### config.mk
export PLATFORM = sky130hd
export DESIGN_NAME = seq_fixed_point_div
export DESIGN_NICKNAME = d
export VERILOG_FILES = /design/src/rtl/seq_fixed_point_div.sv
export SDC_FILE = /design/constraint.sdc
export NUM_CORES = 1
export LEC_CHECK = 0
export BUFFER_PORTS_ARGS = -buffer_cell sky130_fd_sc_hd__buf_2
export CORE_UTILIZATION = 40
export DETAILED_ROUTE_END_ITERATION = 8
export MAX_ROUTING_LAYER = met4
export SLEW_MARGIN = 30
export SYNTH_ARGS = -nofsm -noshare
export SYNTH_HDL_FRONTEND = slang
export SYNTH_SLANG_ARGS = --single-unit
### constraint.sdc
create_clock -name clk -period 9.34 [get_ports clk]
set_input_delay 0.934 -clock clk [delete_from_list [all_inputs] [get_ports clk]]
set_output_delay 0.934 -clock clk [all_outputs]
set_load 0.01 [all_outputs]
### src/rtl/seq_fixed_point_div.sv
`default_nettype none
// +----------------------------------------------------------------------------+
// | Module   : seq_fixed_point_div                                             |
// | Purpose  : Multi-cycle signed fixed-point restoring divider, BPC bits/cycle,|
// |            valid/ready handshakes, rounding, saturation, div-by-zero flag. |
// | Revision : 1.0                                                             |
// +----------------------------------------------------------------------------+
module seq_fixed_point_div #(
    parameter int WIIA  = 8,
    parameter int WIFA  = 8,
    parameter int WIIB  = 8,
    parameter int WIFB  = 8,
    parameter int WOI   = 8,
    parameter int WOF   = 8,
    parameter int ROUND = 1,
    parameter int BPC   = 1
) (
    input  logic                   clk,
    input  logic                   rst,
    input  logic                   in_valid,
    output logic                   in_ready,
    input  logic [WIIA+WIFA-1:0]   dividend,
    input  logic [WIIB+WIFB-1:0]   divisor,
    output logic                   out_valid,
    input  logic                   out_ready,
    output logic [WOI+WOF-1:0]     out,
    output logic                   upflow,
    output logic                   downflow,
    output logic                   div_zero
);

    localparam int c_wa  = WIIA + WIFA;
    localparam int c_wb  = WIIB + WIFB;
    localparam int c_n   = WOI + WOF;
    localparam int c_wri = (WOI + WIIB > WIIA) ? (WOI + WIIB) : WIIA;
    localparam int c_wrf = (WOF + WIFB > WIFA) ? (WOF + WIFB) : WIFA;
    localparam int c_wr  = c_wri + c_wrf;
    localparam int c_wd  = c_wr + WOI;
    localparam int c_cw  = $clog2(c_n + 1) + 1;
    localparam logic [c_cw-1:0] c_bpc = c_cw'(BPC);
    localparam logic [c_cw-1:0] c_nb  = c_cw'(c_n);
    localparam logic [c_n-1:0]  c_max = {1'b0, {(c_n-1){1'b1}}};
    localparam logic [c_n-1:0]  c_min = {1'b1, {(c_n-1){1'b0}}};

    typedef enum logic [1:0] {
        S_IDLE = 2'd0,
        S_CALC = 2'd1,
        S_FIX  = 2'd2,
        S_DONE = 2'd3
    } state_t;

    state_t             r_state;
    state_t             w_next;
    logic               r_sign;
    logic               r_sa;
    logic               r_dz;
    logic [c_wr-1:0]    r_divd;
    logic [c_wr-1:0]    r_divr;
    logic [c_wr-1:0]    r_rem;
    logic [c_wd-1:0]    r_dcur;
    logic [c_n-1:0]     r_q;
    logic [c_cw-1:0]    r_left;

    logic               w_accept;
    logic [c_wa-1:0]    w_mag_a;
    logic [c_wb-1:0]    w_mag_b;
    logic [c_wr-1:0]    w_divd;
    logic [c_wr-1:0]    w_divr;
    logic [c_wr-1:0]    w_rem;
    logic [c_wd-1:0]    w_dcur;
    logic [c_n-1:0]     w_q;
    logic [c_wr-1:0]    w_s;
    logic               w_rnd;
    logic [c_n-1:0]     w_qr;
    logic [c_n-1:0]     w_out;
    logic               w_up;
    logic               w_dn;

    assign in_ready  = (r_state == S_IDLE) && !rst;
    assign out_valid = (r_state == S_DONE);
    assign w_accept  = in_valid && in_ready;

    // Magnitudes are taken as unsigned so the most negative input maps to 2^(W-1)
    assign w_mag_a = dividend[c_wa-1] ? -dividend : dividend;
    assign w_mag_b = divisor[c_wb-1]  ? -divisor  : divisor;
    assign w_divd  = c_wr'(w_mag_a) << (c_wrf - WIFA);
    assign w_divr  = c_wr'(w_mag_b) << (c_wrf - WIFB);

    always_ff @(posedge clk) begin
        if (rst) begin
            r_state <= S_IDLE;
        end else begin
            r_state <= w_next;
        end
    end

    always_comb begin
        w_next = r_state;
        case (r_state)
            S_IDLE: if (w_accept)         w_next = S_CALC;
            S_CALC: if (r_left <= c_bpc)  w_next = S_FIX;
            S_FIX:                        w_next = S_DONE;
            S_DONE: if (out_ready)        w_next = S_IDLE;
            default:                      w_next = S_IDLE;
        endcase
    end

    // r_dcur holds divr*2^j for the next bit; the remainder is divd - acc
    always_comb begin
        w_rem  = r_rem;
        w_dcur = r_dcur;
        w_q    = r_q;
        for (int b = 0; b < BPC; b++) begin
            if (c_cw'(b) < r_left) begin
                if (c_wd'(w_rem) >= w_dcur) begin
                    w_rem = w_rem - w_dcur[c_wr-1:0];
                    w_q   = {w_q[c_n-2:0], 1'b1};
                end else begin
                    w_q   = {w_q[c_n-2:0], 1'b0};
                end
                w_dcur = w_dcur >> 1;
            end
        end
    end

    always_ff @(posedge clk) begin
        if (rst) begin
            r_sign <= 1'b0;
            r_sa   <= 1'b0;
            r_dz   <= 1'b0;
            r_divd <= '0;
            r_divr <= '0;
            r_rem  <= '0;
            r_dcur <= '0;
            r_q    <= '0;
            r_left <= '0;
        end else if (r_state == S_IDLE) begin
            if (w_accept) begin
                r_sign <= dividend[c_wa-1] ^ divisor[c_wb-1];
                r_sa   <= dividend[c_wa-1];
                r_dz   <= (divisor == '0);
                r_divd <= w_divd;
                r_divr <= w_divr;
                r_rem  <= w_divd;
                r_dcur <= c_wd'(w_divr) << (WOI - 1);
                r_q    <= '0;
                r_left <= c_nb;
            end
        end else if (r_state == S_CALC) begin
            r_rem  <= w_rem;
            r_dcur <= w_dcur;
            r_q    <= w_q;
            r_left <= (r_left > c_bpc) ? (r_left - c_bpc) : '0;
        end
    end

    // Round half down: increment only when the remainder exceeds half an output LSB
    assign w_s   = r_divr >> WOF;
    assign w_rnd = (ROUND != 0) && !(&r_q) && ({r_rem, 1'b0} > {1'b0, w_s});
    assign w_qr  = r_q + c_n'(w_rnd);

    always_comb begin
        w_out = '0;
        w_up  = 1'b0;
        w_dn  = 1'b0;
        if (r_dz) begin
            if (r_sa) begin
                w_out = c_min;
                w_dn  = 1'b1;
            end else if (r_divd != '0) begin
                w_out = c_max;
                w_up  = 1'b1;
            end
        end else if (w_qr[c_n-1]) begin
            if (r_sign) begin
                w_out = c_min;
                w_dn  = |w_qr[c_n-2:0];
            end else begin
                w_out = c_max;
                w_up  = 1'b1;
            end
        end else begin
            w_out = r_sign ? -w_qr : w_qr;
        end
    end

    always_ff @(posedge clk) begin
        if (rst) begin
            out      <= '0;
            upflow   <= 1'b0;
            downflow <= 1'b0;
            div_zero <= 1'b0;
        end else if (r_state == S_FIX) begin
            out      <= w_out;
            upflow   <= w_up;
            downflow <= w_dn;
            div_zero <= r_dz;
        end
    end

endmodule
`default_nettype wire

==> impl_metrics.csv <==
group,metric,value,unit
layout,nets,1311,
critical_path,path_class,"register to register",
clock_network,cts.sinks,141,
timing,finalSetupViolCount,0,
die,die_area,0.0233,mm2
timing,fmax,224,MHz
layout,drive_gt1_share,8.79,%
synthesis,syn_inst,1198,
grt,grt_max_degree,62,
die,core-area,0.0220,mm2
routing,drt-initial-drc-count,639,
timing,layout_min_cycle_time,4.46,ns
grt,grt_pass1_wl,42.2,mm
min_path,worstHoldPathCells,2,
clock_network,post_cts_buffers,0,
min_path,hold_path_end,"r_divd[15]",
clock_network,root_buffer,"clkbuf_16",
routing,wl_met1,13.0,mm
timing,fin_skew,0.00996,ns
clock_network,post_cts_resized,0,
layout,synthToLayoutAreaGrowth,11.4,%
critical_path,rr_startpoint,"r_divr[9]",
timing,slew_violations,0,
routing,wl,26.4,mm
grt,antenna_found_initial,0,
die,rows,54,
pwr,power_per_cell_area,300,mW/mm2
critical_path,startpoint_type,"register",
synthesis,synth_edf_count,0,
grt,grt_pass1_vias,7794,
clock_network,cts_tree,"built",
critical_path,worstPathRequired,9.69,ns
min_path,min_from,"r_divd[15]",
critical_path,r2r_slack,4.88,ns
synthesis,synth_seq_cells,141,
layout,multiInputGateArea,0.00573,mm2
timing,maxSlewHeadroom,31.1,%
clock_network,ctsHoldBuffers,0,
synthesis,synth_cell_types,73,
synthesis,ys_top_cells_by_area,"dfxtp_1 31%, ha_1 8.0%, nand2_1 6.8%",
timing,layout_worst_path_cycle_share,47.7,%
layout,regArea,0.00282,mm2
clock_network,clk_latency,0.43,ns
pwr,power.total,3.03,mW
outcome,violations,"DRC",
synthesis,synth_most_common_cell,"nand2_1",
place,place_congestion,0.933,
clock_network,cts_buffers,17,
clock_network,htreeDepth,4,
clock_network,clk_path_buf_depth,2,
layout,diodes,0,
timing,rsz0062_at_grt,"no",
grt,gr-total-overflow,0,
synthesis,async_flop_share,0,%
routing,wl_per_cell,17.5,um
die,initial_utilization,41.2,%
routing,route.met2.wl,11.9,mm
routing,drc,1,
critical_path,rr_worst_depth,20,
routing,via_per_inst,5.71,
run,drv_cap,0,
timing,fin_tns_setup,0,ns
routing,wl_met3,1.13,mm
place,io_buffers,56,
synthesis,synth_top_area_cell,"dfxtp_1",
place,dp.final_hpwl,19.6,mm
timing,hold_viol_final,0,
timing,worst_slew_pin_slew,1.03,ns
synthesis,synth_nets,1293,
synthesis,synth_area,0.00907,mm2
timing,timing.hold.ws,0.454,ns
routing,drtAntennaViolNets,0,
critical_path,end_kind,"register",
die,die_y,153,um
critical_path,timing.rr.end,"out[12]",
outcome,status,"complete, but fails checks",
synthesis,yosys_warnings,0,
routing,routed.top_layer,"met4",
routing,dr.pass1.iters,9,
die,ioPinCount,57,
routing,vias,8615,
layout,fill_cells,2251,
critical_path,crit_arrival,4.81,ns
critical_path,worstPathMaxFanout,6,
die,dieWidth,153,um
synthesis,synth_top_area_share,31.1,%
synthesis,synth_top_flop_cell,"dfxtp_1",
synthesis,avgSynthCellArea,7.57,um2
synthesis,seq_area_frac_synth,31.1,%
pwr,p_leak,4.06,nW
pwr,max-vdd-ir-drop,218,uV
clock_network,clk_pin_slew,0.06,ns
grt,grt_usage,23.6,%
min_path,hold_class,"register to register",
synthesis,synth_commonest_cells,"164 x nand2_1, 141 x dfxtp_1, 120 x nor2_1, 116 x a21oi_1, 70 x inv_1",
-- worst max-delay path by stage --
stage | to | depth (start not counted) | from
after floorplan | out[12] | 20 | r_divr[9]
after global routing | out[12] | 20 | r_divr[9]
final | out[12] | 20 | r_divr[9]
after global placement | out[12] | 20 | r_divr[9]
after CTS | out[12] | 20 | r_divr[9]
after detailed placement | out[12] | 20 | r_divr[9]
-- kinds of logic (layout without fill, tap and decap cells) --
kind of cell / after synthesis / count (layout) / share of synthesized area, %
multiplexers: 11 / 11 / 1.21
buffers and inverters: 137 / 168 / 5.77
AND/OR/NAND/NOR: 441 / 441 / 22.4
XOR/XNOR: 70 / 70 / 6.76
AO/OA/AOI/OAI: 339 / 339 / 24.5
adder cells (fa/ha/maj): 59 / 59 / 8.23
flip-flops: 141 / 141 / 31.1
-- metal layers --
layer / track usage, % / up-vias
li1: - / 4309
met1: 32.0 / 4095
met2: 36.2 / 184
met3: 3.56 / 27
met4: 7.22 / 0
met5: - / -
-- flip-flops by register name (all words and copies together), names as in the netlist, 2 cells and up --
name / flops
r_divr: 16
out: 16
r_state: 2
r_q: 16
r_dcur: 31
r_rem: 32
r_divd: 16
r_left: 6
-- layout by cell type (no fill, tap or decap), drive strengths merged, types with 36 or more instances in the layout --
master	count
ha	58
nand2	164
xor2	36
a21oi	116
o21ai	48
a211oi	41
nor2	121
dfxtp	141
buf	63
inv	72
-- worst max-delay path, cell delays in order, from the launching register on --
cell	delay, ns
dfxtp_1	0.33
inv_1	0.04
ha_1	0.26
nor2b_1	0.15
o21ai_0	0.09
nand2b_1	0.07
a21oi_1	0.06
o21ai_0	0.20
a21oi_1	0.11
o31ai_1	0.40
o31a_1	0.21
ha_1	0.22
ha_1	0.29
and4_1	0.29
nand2_1	0.08
xor2_1	0.35
nand3_1	0.15
or2_2	0.35
o211a_1	0.23
or4_1	0.45
o21ai_0	0.08
-- power breakdown --
part	switching (mW)	internal (mW)	leakage (nW)	total [mW]
Clock	0.278	0.401	0.276	0.679
Sequential	0.0853	0.703	1.15	0.788
Combinational	0.983	0.580	2.63	1.56
Total	1.35	1.68	4.06	3.03
-- metrics by stage --
step / area, um2 / setup slack [ns] / cells / util (%)
after global routing: 10100 / 4.62 / 1509 / 45.8
final: 10100 / 4.88 / 1509 / 45.8
after CTS: 10100 / 4.91 / 1509 / 45.8
after global placement: 9510 / 5.09 / 1477 / 43.2
after floorplan: 9070 / 5.51 / 1198 / -
after detailed placement: 9520 / 4.93 / 1477 / 43.2
-- cell type report --
class	count	area share (%)
clock buffer	19	4.39
clock inverter	13	1.39
inverter	73	2.71
multi-input combinational	920	56.8
sequential	141	28.0
tap	280	3.47
timing repair buffer	63	3.32
(Power assumes the default switching activity.)
